File: src/rtl/store_data_aligner.sv
// Store data aligner: narrows MEM-stage store data to byte/half/word, replicates it onto
// the byte lanes, builds byte enables, flags misaligned or illegal-size requests, and
// queues good stores in a small circular FIFO that drains to data memory.
// Latency: a store accepted at edge N is presented on mem_* in cycle N+1 (registered, no pass-through).
// Backpressure: st_ready drops when the queue is full or flush is high; the head is held while mem_wr_ready is low.
//
// Ports:
//   clk, rst         clock, asynchronous active-high reset
//   flush            synchronous queue flush (empties the queue on this edge)
//   st_valid/ready   store request handshake; st_addr, st_data, st_size describe the store
//   mem_wr_valid/rdy write handshake to data memory; mem_addr, mem_wdata, mem_be carry the head entry
//   addr_err         one-cycle pulse after a faulting request was consumed; err_addr holds its address
//   count            number of occupied queue entries
module store_data_aligner #(
    parameter int DEPTH      = 2,
    parameter bit BIG_ENDIAN = 1'b0
) (
    input  logic                     clk,
    input  logic                     rst,
    input  logic                     flush,
    input  logic                     st_valid,
    output logic                     st_ready,
    input  logic [31:0]              st_addr,
    input  logic [31:0]              st_data,
    input  logic [1:0]               st_size,
    output logic                     mem_wr_valid,
    input  logic                     mem_wr_ready,
    output logic [31:0]              mem_addr,
    output logic [31:0]              mem_wdata,
    output logic [3:0]               mem_be,
    output logic                     addr_err,
    output logic [31:0]              err_addr,
    output logic [$clog2(DEPTH):0]   count
);

    localparam int AW = $clog2(DEPTH);
    localparam int CW = AW + 1;

    // ------------------------------------------------------------------
    // Queue storage and control state
    // ------------------------------------------------------------------
    logic [31:0]   ent_addr_q  [DEPTH];
    logic [31:0]   ent_wdata_q [DEPTH];
    logic [3:0]    ent_be_q    [DEPTH];

    logic [CW-1:0] wr_ptr_q, wr_ptr_d;
    logic [CW-1:0] rd_ptr_q, rd_ptr_d;
    logic [CW-1:0] count_q,  count_d;

    // Registered copy of the head entry; it only reloads when the queue will be
    // non-empty, so the last values remain visible while the queue is empty.
    logic [31:0]   out_addr_q,  out_addr_d;
    logic [31:0]   out_wdata_q, out_wdata_d;
    logic [3:0]    out_be_q,    out_be_d;

    logic          err_pulse_q, err_pulse_d;
    logic [31:0]   err_addr_q,  err_addr_d;

    // ------------------------------------------------------------------
    // Packing and alignment check of the incoming request
    // ------------------------------------------------------------------
    logic [1:0]    lane;
    logic [31:0]   pk_addr;
    logic [31:0]   pk_wdata;
    logic [3:0]    pk_be;
    logic          pk_fault;

    always_comb begin
        lane     = st_addr[1:0];
        pk_addr  = {st_addr[31:2], 2'b00};
        pk_wdata = st_data;
        pk_be    = 4'b0000;
        pk_fault = 1'b0;
        unique case (st_size)
            2'b00: begin
                pk_wdata = {4{st_data[7:0]}};
                pk_be    = BIG_ENDIAN ? (4'b1000 >> lane) : (4'b0001 << lane);
            end
            2'b01: begin
                pk_wdata = {2{st_data[15:0]}};
                if (BIG_ENDIAN) begin
                    pk_be = lane[1] ? 4'b0011 : 4'b1100;
                end else begin
                    pk_be = lane[1] ? 4'b1100 : 4'b0011;
                end
                pk_fault = lane[0];
            end
            2'b10: begin
                pk_be    = 4'b1111;
                pk_fault = (lane != 2'b00);
            end
            default: begin
                pk_fault = 1'b1;
            end
        endcase
    end

    // ------------------------------------------------------------------
    // Handshakes and next-state
    // ------------------------------------------------------------------
    logic          full;
    logic          accept;
    logic          enq;
    logic          deq;
    logic [AW-1:0] wr_idx;
    logic [AW-1:0] rd_idx_d;
    logic          bypass;

    assign full     = (count_q == CW'(DEPTH));
    // A dequeue in the same cycle does not open a slot: ready depends on registered state only.
    assign st_ready = ~full & ~flush;
    assign accept   = st_valid & st_ready;
    assign enq      = accept & ~pk_fault;
    assign deq      = (count_q != '0) & mem_wr_ready;
    assign wr_idx   = wr_ptr_q[AW-1:0];

    always_comb begin
        wr_ptr_d    = wr_ptr_q;
        rd_ptr_d    = rd_ptr_q;
        count_d     = count_q;
        err_pulse_d = accept & pk_fault;
        err_addr_d  = (accept & pk_fault) ? st_addr : err_addr_q;

        if (flush) begin
            wr_ptr_d = '0;
            rd_ptr_d = '0;
            count_d  = '0;
        end else begin
            if (enq) begin
                wr_ptr_d = wr_ptr_q + CW'(1);
            end
            if (deq) begin
                rd_ptr_d = rd_ptr_q + CW'(1);
            end
            unique case ({enq, deq})
                2'b10:   count_d = count_q + CW'(1);
                2'b01:   count_d = count_q - CW'(1);
                default: count_d = count_q;
            endcase
        end
    end

    // The next head is the incoming store when it is written into the slot the
    // read pointer will point at (queue empty, or one entry draining while
    // another arrives); otherwise it is already in storage.
    assign rd_idx_d = rd_ptr_d[AW-1:0];
    assign bypass   = enq & (wr_idx == rd_idx_d);

    always_comb begin
        out_addr_d  = out_addr_q;
        out_wdata_d = out_wdata_q;
        out_be_d    = out_be_q;
        if (count_d != '0) begin
            if (bypass) begin
                out_addr_d  = pk_addr;
                out_wdata_d = pk_wdata;
                out_be_d    = pk_be;
            end else begin
                out_addr_d  = ent_addr_q[rd_idx_d];
                out_wdata_d = ent_wdata_q[rd_idx_d];
                out_be_d    = ent_be_q[rd_idx_d];
            end
        end
    end

    // ------------------------------------------------------------------
    // State registers
    // ------------------------------------------------------------------
    always_ff @(posedge clk or posedge rst) begin
        if (rst) begin
            wr_ptr_q    <= '0;
            rd_ptr_q    <= '0;
            count_q     <= '0;
            out_addr_q  <= '0;
            out_wdata_q <= '0;
            out_be_q    <= '0;
            err_pulse_q <= 1'b0;
            err_addr_q  <= '0;
        end else begin
            wr_ptr_q    <= wr_ptr_d;
            rd_ptr_q    <= rd_ptr_d;
            count_q     <= count_d;
            out_addr_q  <= out_addr_d;
            out_wdata_q <= out_wdata_d;
            out_be_q    <= out_be_d;
            err_pulse_q <= err_pulse_d;
            err_addr_q  <= err_addr_d;
        end
    end

    always_ff @(posedge clk or posedge rst) begin
        if (rst) begin
            for (int i = 0; i < DEPTH; i++) begin
                ent_addr_q[i]  <= '0;
                ent_wdata_q[i] <= '0;
                ent_be_q[i]    <= '0;
            end
        end else if (enq) begin
            ent_addr_q[wr_idx]  <= pk_addr;
            ent_wdata_q[wr_idx] <= pk_wdata;
            ent_be_q[wr_idx]    <= pk_be;
        end
    end

    // ------------------------------------------------------------------
    // Outputs
    // ------------------------------------------------------------------
    assign mem_wr_valid = (count_q != '0);
    assign mem_addr     = out_addr_q;
    assign mem_wdata    = out_wdata_q;
    assign mem_be       = out_be_q;
    assign addr_err     = err_pulse_q;
    assign err_addr     = err_addr_q;
    assign count        = count_q;

endmodule
File: config.mk
export PLATFORM = sky130hd
export DESIGN_NAME = store_data_aligner
export DESIGN_NICKNAME = d
export VERILOG_FILES = /design/src/rtl/store_data_aligner.sv
export SDC_FILE = /design/constraint.sdc
export NUM_CORES = 1
export LEC_CHECK = 0
export CAP_MARGIN = 10
export CORE_MARGIN = 8
export CORE_UTILIZATION = 50
export CTS_CLUSTER_SIZE = 20
export DETAILED_ROUTE_END_ITERATION = 12
export HOLD_SLACK_MARGIN = 0.03
export PLACE_DENSITY = 0.82
export SETUP_SLACK_MARGIN = 0.5
export SLEW_MARGIN = 20
export SYNTH_ARGS = -nofsm -noshare
export SYNTH_HDL_FRONTEND = slang
export SYNTH_SLANG_ARGS = --single-unit
File: constraint.sdc
create_clock -name clk -period 11.45 [get_ports clk]
set_input_delay 3.435 -clock clk [delete_from_list [all_inputs] [get_ports clk]]
set_output_delay 3.435 -clock clk [all_outputs]
set_load 0.02 [all_outputs]
==> results.md, run 1 <==
* Worst setup margin at 3.02 ns
* Startpoint type of the worst setup path: primary input
* Antenna diode count at 0
* Setup Skew at 0.0109 ns
* #FFs+latches synth at 235
* Grt total ovfl at 0
* Fin. Hold Viols at 0
* Setup Viol. Count Final at 0
* Clock tree buffer depth at 3
* Setup TNS at 0 ns
* Slowest-stage cell, CP: clkdlybuf4s50_1
* Total number of vias at 7029
* Chip height at 160 um
* Yosys cell types at 40
* Layout overhead on the synthesized area at 26.3%
* Worst-path clk slew at 0.06 ns
* FP Rows at 52
* Worst Tran Pin Value at 1.09 ns
* Leading area contributor after synthesis: dfrtp_1
* First-pass GRT wire length at 41600 um
* Number of post-CTS setup repair buffers at 0
* Detailed Routing Iterations Pass 1 at 5
* Hold Crit Class: register to register
* Worst EP required at 8.02 ns
* Root Driver: clkbuf_16
* TritonCTS buffer count at 25
* Total Die Area at 25500 sq um
* DRC viols at 0
* Max-Cap Viols at 0
* Final Power at 3.02 mW
* Slowest stage delay, CP at 0.64 ns
* RSZ-0062 raised after global routing: false
* Post-synth EDFFs at 0
* CORE AREA at 20200 sq um
* Crit Path Max Fanout at 7
* Yosys warns at 0
* Initial antenna violation count at 0
* RePlAce Congestion at 0.769
* Starting Density at 0.510
* DR WL/cell at 20.2 um
* Post-synth top area share at 0.570
* Synthesized area at 10300 sq um
* FMAX at 0.119 GHz
* Critical path type: primary input to output pin
* Synth Flop Type: dfrtp_1
* Cts hold-fix bufs at 0
* Post-DR vias/cell at 5.67
* Vias in the first global route at 7559
* Lkg Pwr at 6.08 nW
* Post-synth ARST share at 1.00
* Register area share after synthesis at 0.570
* Share of cells above drive strength 1 at 0.194
* Setup crit end kind: output pin
* Final Routed Wirelength at 25100 um
* Max-slew headroom at 0.272
* Peak supply drop at 141 uV
* Pin count of the biggest net entering global routing at 108
* Final Cycle Share at 0.736
* CTS resizes at 0
* Synth area leaders: dfrtp_1, mux2_2, mux2i_1
* Chip width at 160 um
* Nets@finish at 1029
* # port buffers at 173
* Crit path DAT at 5.00 ns
* CTS tree: yes
* Outcome: finished, final reports clean
* H-tree levels at 1
* PwrDens at 232 nW/um^2
* Slew Viols, Final at 0
* Overall Global Routing Usage at 0.197
* Pre-CTS WS at 3.02 ns
* Initial drt markers at 428
* Final ANT Viol Nets at 0
* Tmin final at 8.43 ns
* DP HPWL at 15900 um
* Post-Syn Instances at 804
* Cell mode on critical path: clkdlybuf4s50_1
* Clk_lat worst skew at 0.51 ns
* Cell Chain, Critical Path: clkdlybuf4s50_1, inv_1, and2_1, clkdlybuf4s50_1
* Clock sinks at 235
* Mean area per synthesized cell at 12.8 sq um
* Ports at 176
-- synth_stat cells (2+ instances only) --
master / n
inv_1: 3
nand2b_1: 3
buf_4: 10
xnor2_1: 3
buf_6: 7
a221o_1: 38
mux2_4: 13
a21oi_1: 10
nor2b_1: 2
o21ai_0: 59
nor2_1: 53
buf_2: 28
or2_1: 3
dfrtp_1: 235
o221ai_1: 8
clkbuf_1: 16
nand2_1: 88
o221ai_2: 20
mux2_2: 94
mux2i_1: 91
-- worst max-delay path, delay by kind of cell --
family | cells | cell delay [ns]
buffers and inverters | 3 | 1.33
AND/OR/NAND/NOR | 1 | 0.23
-- layout make-up --
| type | count | area [sq um] |
|---|---|---|
| fill | 1538 | 7220 |
| sequential | 235 | 5880 |
| multi-input combinational | 506 | 4130 |
| timing repair buffer | 186 | 1850 |
| clock buffer | 31 | 658 |
| tap | 270 | 338 |
| clock inverter | 9 | 148 |
| inverter | 3 | 18.8 |
-- power by group --
group | switching [mW] | total, mW | leakage [nW] | internal (mW)
Combinational | 0.500 | 1.00 | 2.72 | 0.502
Sequential | 0.138 | 1.22 | 2.96 | 1.08
Clock | 0.311 | 0.805 | 0.393 | 0.493
Total | 0.950 | 3.02 | 6.08 | 2.07
-- layer usage --
layer  part of all wire  GRT usage  vias to the layer above
met5                  0          0                        -
met4              0.019     0.0407                        0
met3              0.088     0.0626                       43
met2               0.46      0.318                      225
met1               0.43      0.258                     3559
li1                   -          -                     3202
-- per-stage QoR --
stage               std cells  hold slack [ns]  instance area (sq um)  utilization
finish                   1240            0.483                  13000        0.643
detailed placement       1199            0.470                  12200        0.602
global placement         1199            0.461                  12200        0.602
global route             1240            0.500                  13000        0.643
floorplan                 805            0.449                  10300            -
CTS                      1239            0.484                  13000        0.642
-- registers in the layout (all words and copies together) (netlist names) --
name and count:
mem_be 4, mem_addr 30, count 2, ent_wdata_q 64, ent_addr_q 60, ent_be_q 8
mem_wdata 32, rd_ptr_q 1, err_addr 32, wr_ptr_q 1, addr_err 1
-- cells by family (layout without fill, tap and decap cells) --
logic type               count (synthesis)  in the layout  share of synthesized area
other                                    1              2                   0.000364
buffers and inverters                   64            229                     0.0354
adder cells (fa/ha/maj)                  1              1                    0.00121
multiplexers                           199            199                      0.211
AND/OR/NAND/NOR                        158            158                     0.0636
XOR/XNOR                                 4              4                    0.00340
AO/OA/AOI/OAI                          142            142                      0.115
flip-flops                             235            235                      0.570
-- cell usage in the layout (no fill, tap or decap), types with 3 or more instances in the layout --
master,count
xnor2_1,3
o221ai_1,8
o21ai_0,59
clkbuf_16,25
o221ai_2,20
clkinv_2,4
nand2_1,87
dfrtp_1,235
mux2_2,94
a21oi_1,10
mux2i_1,90
nor2_1,52
nand2b_1,3
clkdlybuf4s50_1,173
clkbuf_1,5
a221o_1,38
buf_4,12
mux2_4,13
bufinv_16,4
-- path summary, 6_finish.rpt --
kind / startpoint / endpoint / slack [ns] / depth (start not counted)
hold reg to reg: ent_wdata_q[45] / ent_wdata_q[45] / 0.48 / 2
setup / recovery: flush / st_ready / 3.02 / 4
hold / removal: ent_wdata_q[45] / ent_wdata_q[45] / 0.48 / 2
max in group asynchronous: rst / ent_addr_q[30] / 5.90 / 4
min in group asynchronous: rst / err_addr[1] / 3.46 / 2
setup reg to reg: count[0] / mem_wdata[2] / 8.13 / 9
(Power assumes the default switching activity.)
==> run 2, diff against run 1 <==
clock period = 8.1 ns   (was 11.45 ns; I/O delays follow)
==> results.md, run 2 (synthesized netlist as in run 1, its figures left out) <==
* Outcome: finished, final reports clean
* Gr busiest metal: met2
* Pin count of the biggest net entering global routing at 139 (+29%)
* Setup crit end kind: output pin
* Critical path type: primary input to output pin
* CTS tree: yes
* Lkg Pwr at 6.10 nW (+0.30%)
* Most common cell after layout, fill and taps aside: dfrtp_1
* Crit path DAT at 4.02 ns (-0.98 ns)
* Detailed Routing Iterations Pass 1 at 5 (unchanged)
* Initial drt markers at 438 (+2.3%)
* Total number of vias at 6966 (-0.90%)
* Final Power at 4.26 mW (+41%)
* Clk_lat worst skew at 0.51 ns (about the same)
* Startpoint type of the worst setup path: primary input
* RSZ-0062 raised after global routing: false
* Fin. Hold Viols at 0 (unchanged)
* Peak supply drop at 222 uV (+58%)
* PwrDens at 326 nW/um^2 (+41%)
* First-pass GRT wire length at 41300 um (-0.80%)
* Met1 global-route usage at 0.251 (-0.00733)
* Share of cells above drive strength 1 at 0.198 (+0.00412)
* DRC viols at 0 (unchanged)
* CTS resizes at 0 (unchanged)
* Initial antenna violation count at 0 (unchanged)
* Setup Skew at 0.00924 ns (-0.00168 ns)
* Final ANT Viol Nets at 0 (unchanged)
* Chip width at 160 um (unchanged)
* Crit Path Max Fanout at 7 (unchanged)
* Number of post-CTS setup repair buffers at 0 (unchanged)
* Root Driver: clkbuf_16
* Most frequent cells in the layout: dfrtp_1, clkdlybuf4s50_1, mux2_2
* DP HPWL at 16100 um (+1.4%)
* Overall Global Routing Usage at 0.196 (-0.00126)
* TritonCTS buffer count at 25 (unchanged)
* Reg-to-reg endpoint: mem_addr[24]
* Cell Chain, Critical Path: clkdlybuf4s50_1, inv_1, and2_1, clkdlybuf4s50_1
* Final Cycle Share at 0.796
* Max-slew headroom at 0.280 (+0.00759)
* R2R depth at 8 (-1)
* Largest registers: ent_wdata_q x64, ent_addr_q x60
* Chip height at 160 um (unchanged)
* Max-Cap Viols at 0 (unchanged)
* FP Rows at 52 (unchanged)
* Critical Path Sink: st_ready
* Inst Count DP at 1199 (unchanged)
* Slew Viols, Final at 0 (unchanged)
* Antenna diode count at 0 (unchanged)
* Setup Viol. Count Final at 0 (unchanged)
* Fin area at 13000 sq um (+0.23%)
* Layout fillers at 1510 (-1.8%)
* RePlAce Congestion at 0.784 (+2.0%)
* # port buffers at 173 (unchanged)
* DR WL/cell at 20.2 um (about the same)
* Ports at 176 (unchanged)
* Worst r2r src: count[0]
* Layout overhead on the synthesized area at 26.6%
* Final Routed Wirelength at 25100 um (about the same)
* Setup TNS at 0 ns (unchanged)
* H-tree levels at 1 (unchanged)
* Placed cell area at 12200 sq um (+0.34%)
* Met2 Use GR at 0.319 (+0.000774)
* CP Launch Point: flush
* Starting Density at 0.510 (unchanged)
* Worst EP required at 5.67 ns (-2.35 ns)
* Reg with most FFs: ent_wdata_q
* Slowest-stage cell, CP: clkdlybuf4s50_1
* Finished Layout Cells at 1240 (unchanged)
* Slowest stage delay, CP at 0.66 ns (+0.02 ns)
* Tmin final at 6.45 ns
* Worst-path clk slew at 0.05 ns (about the same)
* CORE AREA at 20200 sq um (unchanged)
* Hold Crit Class: register to register
* Worst Tran Pin Value at 1.08 ns (-0.0139 ns)
* Setup slack, reg-to-reg at 4.78 ns (-3.35 ns)
* Post-DR vias/cell at 5.62 (-0.90%)
* Clock tree buffer depth at 3 (unchanged)
* Grt total ovfl at 0 (unchanged)
* Cts hold-fix bufs at 0 (unchanged)
* Clock sinks at 235 (unchanged)
* Max FFs per register at 64 (unchanged)
* Vias in the first global route at 7576 (+0.22%)
* Nets@finish at 1029 (unchanged)
* Cell mode on critical path: clkdlybuf4s50_1
* FMAX at 0.155 GHz
* Total Die Area at 25500 sq um (unchanged)
* M3 GR Usage at 0.0592 (-0.00336)
## run 2: cell types whose count changed in the layout (fill, tap and decap cells not counted), sizes merged
cell | previous run | this run
bufinv | 4 | 2
clkbuf | 31 | 30
clkinvlp | 1 | 2
clkinv | 4 | 6
## run 2: worst min-delay path by stage
| stage | start | depth (start not counted) | end | slack, ns |
|---|---|---|---|---|
| after floorplan | ent_be_q[0] | 2 | ent_be_q[0] | 0.45 |
| after global placement | ent_wdata_q[40] | 2 | ent_wdata_q[40] | 0.46 |
| after detailed placement | ent_wdata_q[46] | 2 | ent_wdata_q[46] | 0.47 |
| after CTS | ent_wdata_q[9] | 2 | ent_wdata_q[9] | 0.48 |
| after global routing | ent_wdata_q[15] | 2 | ent_wdata_q[15] | 0.50 |
| final | ent_wdata_q[9] | 2 | ent_wdata_q[9] | 0.48 |
## run 2: layer usage
metal  routed length, um  vias up
li1                    -     3195
met1               10600     3519
met2               11900      209
met3                2050       43
met4                 491        0
met5                   0        -
## run 2: layout make-up
class	instances	area [sq um]	area share
clock buffer	30	684	0.0524
tap	270	338	0.0259
timing repair buffer	186	1890	0.145
multi-input combinational	506	4130	0.316
sequential	235	5880	0.451
inverter	3	15.0	0.00115
clock inverter	10	110	0.00844
## run 2: per-stage QoR
stage               setup WS, ns  hold slack [ns]   util
floorplan                   2.59            0.449      -
global placement            1.71            0.461  0.603
detailed placement          1.65            0.470  0.604
CTS                         1.65            0.484  0.644
global route                1.59            0.504  0.645
finish                      1.65            0.478  0.645
## run 2: report_power, final
group          switching, mW  internal, mW
registers              0.198          1.52
logic                  0.710         0.716
clock network          0.449         0.661
total                   1.36          2.90
## run 2: worst max-delay path: cells and delay by family
family | cells | cell delay [ns]
buffers and inverters | 3 | 1.35
and+or+nand+nor | 1 | 0.23
==> run 3, diff against run 2 <==
clock period = 6 ns   (was 8.1 ns; I/O delays follow)
==> results.md, run 3 (synthesized netlist as in run 1, its figures left out) <==
* Starting Density at 0.510 (unchanged)
* CORE AREA at 20200 sq um (unchanged)
* Ports at 176 (unchanged)
* Final ANT Viol Nets at 0 (unchanged)
* Chip height at 160 um (unchanged)
* Area occupied by multi-input gates at 4130 sq um (unchanged)
* Max FFs per register at 64 (unchanged)
* Initial drt markers at 508 (+16%)
* Clock tree buffer depth at 3 (unchanged)
* Pin count of the biggest net entering global routing at 109 (-22%)
* DR WL/cell at 20.0 um (-0.80%)
* Setup Skew at 0.00892 ns (-0.000312 ns)
* Peak supply drop at 270 uV (+22%)
* Most common cell after layout, fill and taps aside: dfrtp_1
* Cell mode on critical path: clkdlybuf4s50_1
* Final Routed Wirelength at 25000 um (-0.32%)
* Share of cells above drive strength 1 at 0.198 (about the same)
* Worst-path clk slew at 0.06 ns (about the same)
* Worst EP required at 4.20 ns (-1.47 ns)
* R2R depth at 8 (unchanged)
* Overall Global Routing Usage at 0.197 (+0.00123)
* Outcome: finished, final reports clean
* Grt total ovfl at 0 (unchanged)
* RSZ-0062 raised after global routing: false
* Finished Layout Cells at 1246 (+0.48%)
* Crit path DAT at 3.34 ns (-0.68 ns)
* Vias in the first global route at 7672 (+1.3%)
* Largest registers: ent_wdata_q x64, ent_addr_q x60
* Slowest-stage cell, CP: clkdlybuf4s50_1
* Worst r2r src: count[0]
* Startpoint type of the worst setup path: primary input
* Hold Startpoint: ent_be_q[0]
* Final Power at 5.73 mW (+35%)
* Layout overhead on the synthesized area at 26.6% (about the same)
* Clock sinks at 235 (unchanged)
* Setup crit end kind: output pin
* Slowest stage delay, CP at 0.64 ns (-0.02 ns)
* Lkg Pwr at 6.09 nW (about the same)
* Cts hold-fix bufs at 0 (unchanged)
* Reg with most FFs: ent_wdata_q
* Root Driver: clkbuf_16
* Clk_lat worst skew at 0.50 ns (about the same)
* CTS resizes at 0 (unchanged)
* Post-DR vias/cell at 5.63 (+0.26%)
* Setup Viol. Count Final at 0 (unchanged)
* Worst Tran Pin Value at 1.06 ns (-0.0193 ns)
* Max-slew headroom at 0.292 (+0.0129)
* Hold path depth at 2 (unchanged)
* Cell Chain, Critical Path: clkdlybuf4s50_1, inv_1, and2_1, clkdlybuf4s50_1
* Tmin final at 5.14 ns
* DP HPWL at 16200 um (+0.48%)
* Most frequent cells in the layout: dfrtp_1, clkdlybuf4s50_1, mux2_2
* Total number of vias at 7018 (+0.75%)
* Setup slack, reg-to-reg at 3.02 ns (-1.76 ns)
* Hold Crit Class: register to register
* First-pass GRT wire length at 41600 um (+0.94%)
* Slew Viols, Final at 0 (unchanged)
* Layout fillers at 1543 (+2.2%)
* Reg-to-reg endpoint: mem_addr[20]
* Antenna diode count at 0 (unchanged)
* CTS tree: yes
* Setup TNS at 0 ns (unchanged)
* Number of post-CTS setup repair buffers at 0 (unchanged)
* Fin. Hold Viols at 0 (unchanged)
* Crit Path Max Fanout at 7 (unchanged)
* PwrDens at 439 nW/um^2 (+34%)
* WHS Endpoint: ent_be_q[0]
* Final Cycle Share at 0.857
* Detailed Routing Iterations Pass 1 at 5 (unchanged)
* # port buffers at 173 (unchanged)
* Max-Cap Viols at 0 (unchanged)
* Register area at 5880 sq um (unchanged)
* Initial antenna violation count at 0 (unchanged)
* DRC viols at 0 (unchanged)
* Total Die Area at 25500 sq um (unchanged)
* H-tree levels at 1 (unchanged)
* FMAX at 0.194 GHz
* Chip width at 160 um (unchanged)
* Inst Count DP at 1201 (+0.17%)
* Nets@finish at 1030 (+0.097%)
* FP Rows at 52 (unchanged)
* RePlAce Congestion at 0.788 (+0.56%)
* TritonCTS buffer count at 25 (unchanged)
* Critical path type: primary input to output pin
[run 3: cell types whose count changed in the layout (fill, tap and decap cells not counted), sizes merged]
cell and change:
buf +1, clkinvlp +1, bufinv -1, clkbuf +6, inv -1
[run 3: stage by stage]
stage	instance area (sq um)	util	hold WS, ns	setup WS (ns)
2_1_floorplan	10300	-	0.449	1.12
3_3_place_gp	12300	0.606	0.460	0.871
3_5_place_dp	12300	0.606	0.470	0.850
4_1_cts	13100	0.645	0.483	0.844
5_1_grt	13100	0.645	0.504	0.774
6_report	13100	0.645	0.479	0.856
[run 3: power by group]
part	total, mW	internal [mW]	switching [mW]
Clock	1.48	0.872	0.603
Sequential	2.33	2.06	0.272
Combinational	1.92	0.969	0.955
Total	5.73	3.90	1.83
[run 3: cell type report]
cell class / instances / area share
timing repair buffer: 187 / 0.145
sequential: 235 / 0.450
multi-input combinational: 506 / 0.316
clock buffer: 36 / 0.0549
tap: 270 / 0.0259
clock inverter: 9 / 0.00604
inverter: 3 / 0.00115
[run 3: how the worst max path moves through the flow]
stage                     start  endpoint  slack (ns)  cells past startpoint
after floorplan             rst  addr_err        1.12                      1
after global placement    flush  st_ready        0.87                      4
after detailed placement  flush  st_ready        0.85                      4
after CTS                 flush  st_ready        0.84                      4
after global routing      flush  st_ready        0.77                      4
final                     flush  st_ready        0.86                      4
[run 3: per-layer routing]
metal | share of wire | global-route usage
met1 | 0.43 | 0.252
met2 | 0.47 | 0.320
met3 | 0.076 | 0.0600
met4 | 0.022 | 0.0540
met5 | 0 | 0
[run 3: critical path, delay by kind of cell]
family,cells,cell delay [ns]
AND/OR/NAND/NOR,1,0.22
buffers and inverters,3,1.31
